--- src/rtl/watch_pkg.sv ---
// Shared definitions for the digital-watch controller: display mode codes,
// BCD time records, edit-cursor positions and the 7-segment code table.
package watch_pkg;

  localparam logic [2:0] MODE_WATCH     = 3'b000;
  localparam logic [2:0] MODE_STOPWATCH = 3'b001;
  localparam logic [2:0] MODE_ALARM     = 3'b010;

  localparam logic [6:0] SEG_BLANK = 7'h00;

  // Edit cursor positions, least significant digit first.
  localparam logic [1:0] CUR_MIN_O = 2'd0;
  localparam logic [1:0] CUR_MIN_T = 2'd1;
  localparam logic [1:0] CUR_HR_O  = 2'd2;
  localparam logic [1:0] CUR_HR_T  = 2'd3;

  typedef struct packed {
    logic [3:0] hr_t;
    logic [3:0] hr_o;
    logic [3:0] min_t;
    logic [3:0] min_o;
  } hhmm_t;

  typedef struct packed {
    logic [3:0] min_t;
    logic [3:0] min_o;
    logic [3:0] sec_t;
    logic [3:0] sec_o;
  } mmss_t;

  typedef enum logic {
    SW_STOPPED = 1'b0,
    SW_RUNNING = 1'b1
  } sw_state_e;

  // Segment patterns {g,f,e,d,c,b,a}; non-decimal codes stay dark.
  function automatic logic [6:0] seg_code(input logic [3:0] d);
    case (d)
      4'd0:    return 7'h3F;
      4'd1:    return 7'h06;
      4'd2:    return 7'h5B;
      4'd3:    return 7'h4F;
      4'd4:    return 7'h66;
      4'd5:    return 7'h6D;
      4'd6:    return 7'h7D;
      4'd7:    return 7'h07;
      4'd8:    return 7'h7F;
      4'd9:    return 7'h6F;
      default: return SEG_BLANK;
    endcase
  endfunction

  // One BCD digit step that wraps to 0 after reaching max.
  function automatic logic [3:0] bcd_inc(input logic [3:0] d, input logic [3:0] max);
    return (d >= max) ? 4'd0 : d + 4'd1;
  endfunction

  // Manual edit step on the digit under the cursor. Hour ones is limited to
  // 0-3 in the twenties, and moving hour tens to 2 pulls an oversized hour
  // ones back to 3 so the time never reads past 23.
  function automatic hhmm_t inc_digit(input hhmm_t t, input logic [1:0] cur);
    hhmm_t r;
    r = t;
    case (cur)
      CUR_MIN_O: r.min_o = bcd_inc(t.min_o, 4'd9);
      CUR_MIN_T: r.min_t = bcd_inc(t.min_t, 4'd5);
      CUR_HR_O:  r.hr_o  = bcd_inc(t.hr_o, (t.hr_t == 4'd2) ? 4'd3 : 4'd9);
      default: begin
        r.hr_t = bcd_inc(t.hr_t, 4'd2);
        if (r.hr_t == 4'd2 && t.hr_o > 4'd3) r.hr_o = 4'd3;
      end
    endcase
    return r;
  endfunction

endpackage

--- src/rtl/seven_seg_decoder.sv ---
// BCD to 7-segment decoder (active-high segments {g,f,e,d,c,b,a}).
// Ports: bcd (4-bit digit in), seg (7-bit pattern out, dark for 10-15).
module seven_seg_decoder
  import watch_pkg::*;
(
  input  logic [3:0] bcd,
  output logic [6:0] seg
);

  assign seg = seg_code(bcd);

endmodule

--- src/rtl/watch_ctrl.sv ---
// Digital-watch controller: time of day, stopwatch and alarm on four 7-seg
// digits. Buttons are edge-detected against their previous-cycle level.
// Ports:
//   clk, resetTime (sync, active-high)
//   mode[2:0]    : 000 watch HH:MM, 001 stopwatch MM:SS, 010 alarm HH:MM, else blank
//   setValue     : level, edit watch or alarm in modes 000/010
//   upTime, nextDigit : edit increment / cursor advance (rising edge)
//   start_resume, stop : stopwatch control (rising edge); stop also silences alarm
//   digit3..digit0 : segment patterns, digit3 leftmost
//   alarmBeep    : high while the alarm sounds
module watch_ctrl
  import watch_pkg::*;
#(
  parameter int TICKS_PER_SEC = 1
) (
  input  logic       clk,
  input  logic       resetTime,
  input  logic [2:0] mode,
  input  logic       setValue,
  input  logic       upTime,
  input  logic       nextDigit,
  input  logic       start_resume,
  input  logic       stop,
  output logic [6:0] digit3,
  output logic [6:0] digit2,
  output logic [6:0] digit1,
  output logic [6:0] digit0,
  output logic       alarmBeep
);

  localparam int CW = (TICKS_PER_SEC > 1) ? $clog2(TICKS_PER_SEC) : 1;

  logic [CW-1:0] tick_cnt;
  logic          tick;

  logic sv_q, up_q, nd_q, sr_q, st_q;
  logic sv_rise, sv_fall, up_rise, nd_rise, sr_rise, st_rise;

  logic edit_watch, edit_alarm, editing;
  logic [1:0] cursor, cursor_nx, cur_eff;

  hhmm_t      watch_hm, watch_hm_nx;
  logic [3:0] sec_t, sec_o, sec_t_nx, sec_o_nx;
  logic       c_so, c_st, c_mo, c_mt;

  hhmm_t alarm_hm, alarm_hm_nx;
  logic  armed, armed_nx, beep_nx;

  mmss_t     sw, sw_nx;
  sw_state_e sw_state, sw_state_nx;
  logic      sw_count, sw_clear;
  logic      w_so, w_st, w_mo;

  logic [3:0] bcd3, bcd2, bcd1, bcd0;
  logic [6:0] seg3, seg2, seg1, seg0;
  logic       blank;

  // Input edge detection; history is cleared in reset so a level held
  // through reset release is seen as a fresh press.
  assign sv_rise = setValue & ~sv_q;
  assign sv_fall = ~setValue & sv_q;
  assign up_rise = upTime & ~up_q;
  assign nd_rise = nextDigit & ~nd_q;
  assign sr_rise = start_resume & ~sr_q;
  assign st_rise = stop & ~st_q;

  assign tick = (tick_cnt == CW'(TICKS_PER_SEC - 1));

  assign edit_watch = setValue && (mode == MODE_WATCH);
  assign edit_alarm = setValue && (mode == MODE_ALARM);
  assign editing    = edit_watch || edit_alarm;

  // Entering edit restarts the cursor in the same cycle, so an upTime edge
  // arriving together with the setValue rise already lands on minute ones.
  assign cur_eff   = sv_rise ? CUR_MIN_O : cursor;
  assign cursor_nx = !editing ? cursor : (nd_rise ? cur_eff + 2'd1 : cur_eff);

  always_comb begin
    watch_hm_nx = watch_hm;
    sec_t_nx    = sec_t;
    sec_o_nx    = sec_o;
    c_so = (sec_o == 4'd9);
    c_st = c_so && (sec_t == 4'd5);
    c_mo = c_st && (watch_hm.min_o == 4'd9);
    c_mt = c_mo && (watch_hm.min_t == 4'd5);
    if (edit_watch) begin
      sec_t_nx = 4'd0;
      sec_o_nx = 4'd0;
      if (up_rise) watch_hm_nx = inc_digit(watch_hm, cur_eff);
    end else if (tick) begin
      sec_o_nx = bcd_inc(sec_o, 4'd9);
      if (c_so) sec_t_nx = bcd_inc(sec_t, 4'd5);
      if (c_st) watch_hm_nx.min_o = bcd_inc(watch_hm.min_o, 4'd9);
      if (c_mo) watch_hm_nx.min_t = bcd_inc(watch_hm.min_t, 4'd5);
      if (c_mt) begin
        if (watch_hm.hr_t == 4'd2 && watch_hm.hr_o == 4'd3) begin
          watch_hm_nx.hr_t = 4'd0;
          watch_hm_nx.hr_o = 4'd0;
        end else if (watch_hm.hr_o == 4'd9) begin
          watch_hm_nx.hr_o = 4'd0;
          watch_hm_nx.hr_t = watch_hm.hr_t + 4'd1;
        end else begin
          watch_hm_nx.hr_o = watch_hm.hr_o + 4'd1;
        end
      end
    end
  end

  assign alarm_hm_nx = (edit_alarm && up_rise) ? inc_digit(alarm_hm, cur_eff) : alarm_hm;

  // A stop press while sounding disarms and drops the beep immediately
  // rather than letting the still-armed compare hold it for one more cycle.
  always_comb begin
    armed_nx = armed;
    if (st_rise && alarmBeep) armed_nx = 1'b0;
    if (sv_fall && (mode == MODE_ALARM)) armed_nx = 1'b1;
  end

  assign beep_nx = armed && (watch_hm == alarm_hm) && !(st_rise && alarmBeep);

  // Stopwatch run/stop control: state register
  always_ff @(posedge clk) begin
    if (resetTime) sw_state <= SW_STOPPED;
    else           sw_state <= sw_state_nx;
  end

  // Stopwatch next state
  always_comb begin
    sw_state_nx = sw_state;
    case (sw_state)
      SW_STOPPED: if (sr_rise) sw_state_nx = SW_RUNNING;
      SW_RUNNING: if (st_rise) sw_state_nx = SW_STOPPED;
      default:    sw_state_nx = SW_STOPPED;
    endcase
  end

  // Stopwatch outputs: the pausing cycle does not count
  always_comb begin
    sw_count = 1'b0;
    sw_clear = 1'b0;
    case (sw_state)
      SW_RUNNING: sw_count = tick && !st_rise;
      default:    sw_clear = st_rise && !sr_rise;
    endcase
  end

  always_comb begin
    sw_nx = sw;
    w_so  = (sw.sec_o == 4'd9);
    w_st  = w_so && (sw.sec_t == 4'd5);
    w_mo  = w_st && (sw.min_o == 4'd9);
    if (sw_clear) begin
      sw_nx = '0;
    end else if (sw_count) begin
      sw_nx.sec_o = bcd_inc(sw.sec_o, 4'd9);
      if (w_so) sw_nx.sec_t = bcd_inc(sw.sec_t, 4'd5);
      if (w_st) sw_nx.min_o = bcd_inc(sw.min_o, 4'd9);
      if (w_mo) sw_nx.min_t = bcd_inc(sw.min_t, 4'd5);
    end
  end

  // State registers
  always_ff @(posedge clk) begin
    if (resetTime) begin
      tick_cnt  <= '0;
      sv_q      <= 1'b0;
      up_q      <= 1'b0;
      nd_q      <= 1'b0;
      sr_q      <= 1'b0;
      st_q      <= 1'b0;
      cursor    <= CUR_MIN_O;
      watch_hm  <= '0;
      sec_t     <= 4'd0;
      sec_o     <= 4'd0;
      alarm_hm  <= '0;
      armed     <= 1'b0;
      alarmBeep <= 1'b0;
      sw        <= '0;
    end else begin
      tick_cnt  <= tick ? '0 : tick_cnt + CW'(1);
      sv_q      <= setValue;
      up_q      <= upTime;
      nd_q      <= nextDigit;
      sr_q      <= start_resume;
      st_q      <= stop;
      cursor    <= cursor_nx;
      watch_hm  <= watch_hm_nx;
      sec_t     <= sec_t_nx;
      sec_o     <= sec_o_nx;
      alarm_hm  <= alarm_hm_nx;
      armed     <= armed_nx;
      alarmBeep <= beep_nx;
      sw        <= sw_nx;
    end
  end

  // Display source select
  always_comb begin
    blank = 1'b0;
    bcd3  = 4'd0;
    bcd2  = 4'd0;
    bcd1  = 4'd0;
    bcd0  = 4'd0;
    case (mode)
      MODE_WATCH: begin
        bcd3 = watch_hm.hr_t;  bcd2 = watch_hm.hr_o;
        bcd1 = watch_hm.min_t; bcd0 = watch_hm.min_o;
      end
      MODE_STOPWATCH: begin
        bcd3 = sw.min_t; bcd2 = sw.min_o;
        bcd1 = sw.sec_t; bcd0 = sw.sec_o;
      end
      MODE_ALARM: begin
        bcd3 = alarm_hm.hr_t;  bcd2 = alarm_hm.hr_o;
        bcd1 = alarm_hm.min_t; bcd0 = alarm_hm.min_o;
      end
      default: blank = 1'b1;
    endcase
  end

  seven_seg_decoder u_dec3 (.bcd(bcd3), .seg(seg3));
  seven_seg_decoder u_dec2 (.bcd(bcd2), .seg(seg2));
  seven_seg_decoder u_dec1 (.bcd(bcd1), .seg(seg1));
  seven_seg_decoder u_dec0 (.bcd(bcd0), .seg(seg0));

  assign digit3 = blank ? SEG_BLANK : seg3;
  assign digit2 = blank ? SEG_BLANK : seg2;
  assign digit1 = blank ? SEG_BLANK : seg1;
  assign digit0 = blank ? SEG_BLANK : seg0;

endmodule

--- config.mk ---
export PLATFORM = sky130hd
export DESIGN_NAME = watch_ctrl
export DESIGN_NICKNAME = d
export VERILOG_FILES = /design/src/rtl/watch_pkg.sv /design/src/rtl/seven_seg_decoder.sv /design/src/rtl/watch_ctrl.sv
export SDC_FILE = /design/constraint.sdc
export NUM_CORES = 1
export LEC_CHECK = 0
export ABC_AREA = 0
export ABC_CLOCK_PERIOD_IN_PS = 3000
export CAP_MARGIN = 20
export CORE_MARGIN = 3
export CORE_UTILIZATION = 30
export CTS_CLUSTER_SIZE = 25
export DETAILED_ROUTE_END_ITERATION = 10
export PLACE_DENSITY = 0.46
export RECOVER_POWER = 25
export REMOVE_ABC_BUFFERS = 1
export SYNTH_ARGS = -nofsm -noshare
export SYNTH_HDL_FRONTEND = slang
export SYNTH_SLANG_ARGS = --single-unit
--- constraint.sdc ---
create_clock -name clk -period 3 [get_ports clk]
set_clock_uncertainty 0.2 [all_clocks]
set_input_delay 0.3 -clock clk [delete_from_list [all_inputs] [get_ports clk]]
set_output_delay 0.3 -clock clk [all_outputs]
set_load 0.03 [all_outputs]
==> out/qor.txt <==
Total congestion overflow -> 0
Post-synth cell types -> 72
Slew @ Worst Pin -> 1.48 ns
Vias in the first global route -> 4647
Peak supply drop -> 0.323 mV
Area Growth Syn to Fin -> 20.7%
IO Pins -> 39
Via count -> 4705
Initial antenna violation count -> 0
Hold Path End -> armed
Post-Syn Instances -> 647
Fin nets -> 791
Unrepaired setup endpoints after global routing -> no
Worst skew pair latency -> 0.35 ns
Largest net degree at the start of global routing -> 30
Setup CP Type -> in -> out
Starting Density -> 0.313
Syn. warnings -> 0
Clk buf depth -> 2
Synth Area per Inst -> 8.20 sq um
Share of post-route cells with drive strength above 1 -> 0.160
CP bufs+invs -> 4
DR WL/cell -> 14.7 um
Clock transition at the registers of the reported paths -> 0.06 ns
Worst path max stage delay -> 0.47 ns
Port bufs -> 38
Drt drc -> 0
Worst Path Arrival -> 2.35 ns
Hold Startpoint -> armed
Period utilization -> 0.951
TritonCTS clock tree -> done
Die height -> 139 um
Ranking of synthesized cells by area -> dfxtp_1 25%, ha_1 15%, mux2i_1 5.3%, nand2_1 3.8%, a21oi_1 3.8%
Pwr/cell area -> 340 mW/mm^2
DRT antenna net count -> 0
Max frequency -> 350 MHz
Slowest CP cell -> clkdlybuf4s50_1
First-pass DRT Iterations -> 5
DRT iter0 DRCs -> 228
Finished Layout Cells -> 941
Ys async rst share -> 0
Max-Cap Viols -> 0
Crit path cell chain -> clkdlybuf4s50_1 -> nor2b_1 -> buf_6 -> o2bb2ai_1 -> nand2b_1 -> buf_4 -> ha_1 -> mux2_2 -> a21oi_1 -> buf_4
Area leader, netlist -> dfxtp_1
Most frequent cells after synthesis -> 67 x dfxtp_1, 65 x ha_1, 54 x nand2_1
Fin crit period -> 2.85 ns
Fillers -> 1753
P_leak -> 0.00290 uW
Number of CTS-inserted buffers -> 9
DP Cell Count -> 920
Clk root buf -> clkbuf_16
Global-route wire length before repair -> 23200 um
Final setup TNS -> 0 ns
Final Util -> 0.378
Reg2Reg Setup Slack -> 0.36 ns
Die X -> 139 um
DP Wirelength -> 10500 um
Fin. Hold Viols -> 0
Reg2reg end -> alarm_hm[10]
Sink Count -> 67
CP delay by family, top -> buffers and inverters
Hold path cells -> 2
Crit-path most repeated cell -> buf_4
Post-synth EDFFs -> 0
R2R cell count -> 9
Worst-path fanout max -> 14
Worst EP required -> 2.50 ns
Status -> completed
Final Max Slew Viols -> 0
Row Count -> 47
Final GP Congestion -> 0.834
Worst Setup End Kind -> output port
Post-Route WL -> 13800 um
Synthesized area -> 0.00530 sq mm
Min-Delay Path Class -> reg -> reg
Final-report setup violation count -> 0
Post-synth top area share -> 0.253
Hold buffers post-CTS -> 0
Ant. Diodes -> 0
Core area -> 0.0169 sq mm
Synth Register Bits -> 67
Critical Path Source Type -> input port
Cell with the most instances after synthesis -> dfxtp_1
Top FF cell, synth -> dfxtp_1
Slew HR -> 0.0109
Die Footprint -> 0.0193 sq mm
H-tree depth -> 3
Register area share after synthesis -> 0.253
GR Util All Layers -> 0.145
Worst R2R Start -> alarm_hm[12]
Vias/cell -> 5.00
[layout by cell type, fill, tap and decap left out, types with 6 or more instances in the layout]
| cell | instances |
|---|---|
| a21oi_1 | 40 |
| a31oi_1 | 17 |
| a41oi_1 | 6 |
| and3_1 | 7 |
| buf_4 | 73 |
| clkbuf_16 | 9 |
| clkdlybuf4s50_1 | 7 |
| dfxtp_1 | 67 |
| ha_1 | 65 |
| inv_1 | 52 |
| mux2i_1 | 28 |
| nand2_1 | 54 |
| nand2b_1 | 30 |
| nand3_1 | 17 |
| nand4_1 | 7 |
| nor2_1 | 47 |
| nor2b_1 | 9 |
| o21ai_0 | 19 |
| o22ai_1 | 7 |
| o2bb2ai_1 | 17 |
| xnor2_1 | 11 |
| xor2_1 | 18 |
[worst max-delay path by stage]
stage | startpoint | end | slack (ns) | cells after the start
finish | mode[0] | digit1[0] | 0.15 | 10
floorplan | mode[0] | digit0[0] | 0.29 | 6
detailed placement | mode[1] | digit1[6] | 0.02 | 10
global placement | mode[1] | digit1[5] | 0.11 | 10
global route | mode[0] | digit1[0] | 0.02 | 10
CTS | mode[1] | digit1[6] | 0.01 | 10
[logic make-up after synthesis]
family	synth area share
xor gates and xnor gates	0.0479
AOI/OAI and AO/OA	0.188
and+or+nand+nor	0.232
buffers and inverters	0.0618
adders and majority gates	0.153
other	0.000707
DFF	0.253
muxes	0.0635
[routing by layer]
layer	global-route usage	routed length, um	vias up
li1	-	-	2424
met1	0.192	6570	2216
met2	0.241	6480	54
met3	0.0317	581	11
met4	0.0366	176	0
met5	0	0	-
[registers in the layout, summed over array words and instances, names as in the netlist, 2 cells and up]
signal    flops
alarm_hm     16
cursor        2
sec_o         4
sw           16
watch_hm     16
sec_t         4
[per-stage QoR]
stage	cell area, sq um	total power, uW	hold WS (ns)	setup slack, ns
floorplan	5170	1060	0.169	0.295
global placement	6100	1180	0.282	0.115
detailed placement	6100	1180	0.287	0.0243
CTS	6380	2220	0.296	0.0147
global route	6400	2280	0.313	0.0197
finish	6400	2180	0.296	0.147
[where the power goes]
| group | switching [uW] | internal (uW) |
|---|---|---|
| Sequential | 10.7 | 900 |
| Combinational | 150 | 97.6 |
| Clock | 449 | 570 |
[what timing repair did]
| item | 4_1_cts | 5_1_grt |
|---|---|---|
| setup buffers | 0 | 5 |
| resized for setup | 0 | 3 |
| setup endpoints to repair | 0 | 13 |
[cell type report]
cell class                      count  area [sq um]  share of cell area
Timing Repair Buffer               87           689               0.108
Clock inverter                      7          58.8             0.00919
Inverter                           52           195              0.0305
Multi-Input combinational cell    499          3610               0.565
Clock buffer                        9           225              0.0352
Tap cell                          220           275              0.0430
Sequential cell                    67          1340               0.210
[tightest hold or removal path: cells and delay by family, from the launching register on]
kind | cells | cell delay (ns)
AO/OA/AOI/OAI | 1 | 0.07
AND/OR/NAND/NOR | 1 | 0.08
flip-flops | 1 | 0.30
No activity file was read; power rests on OpenSTA's default activity.
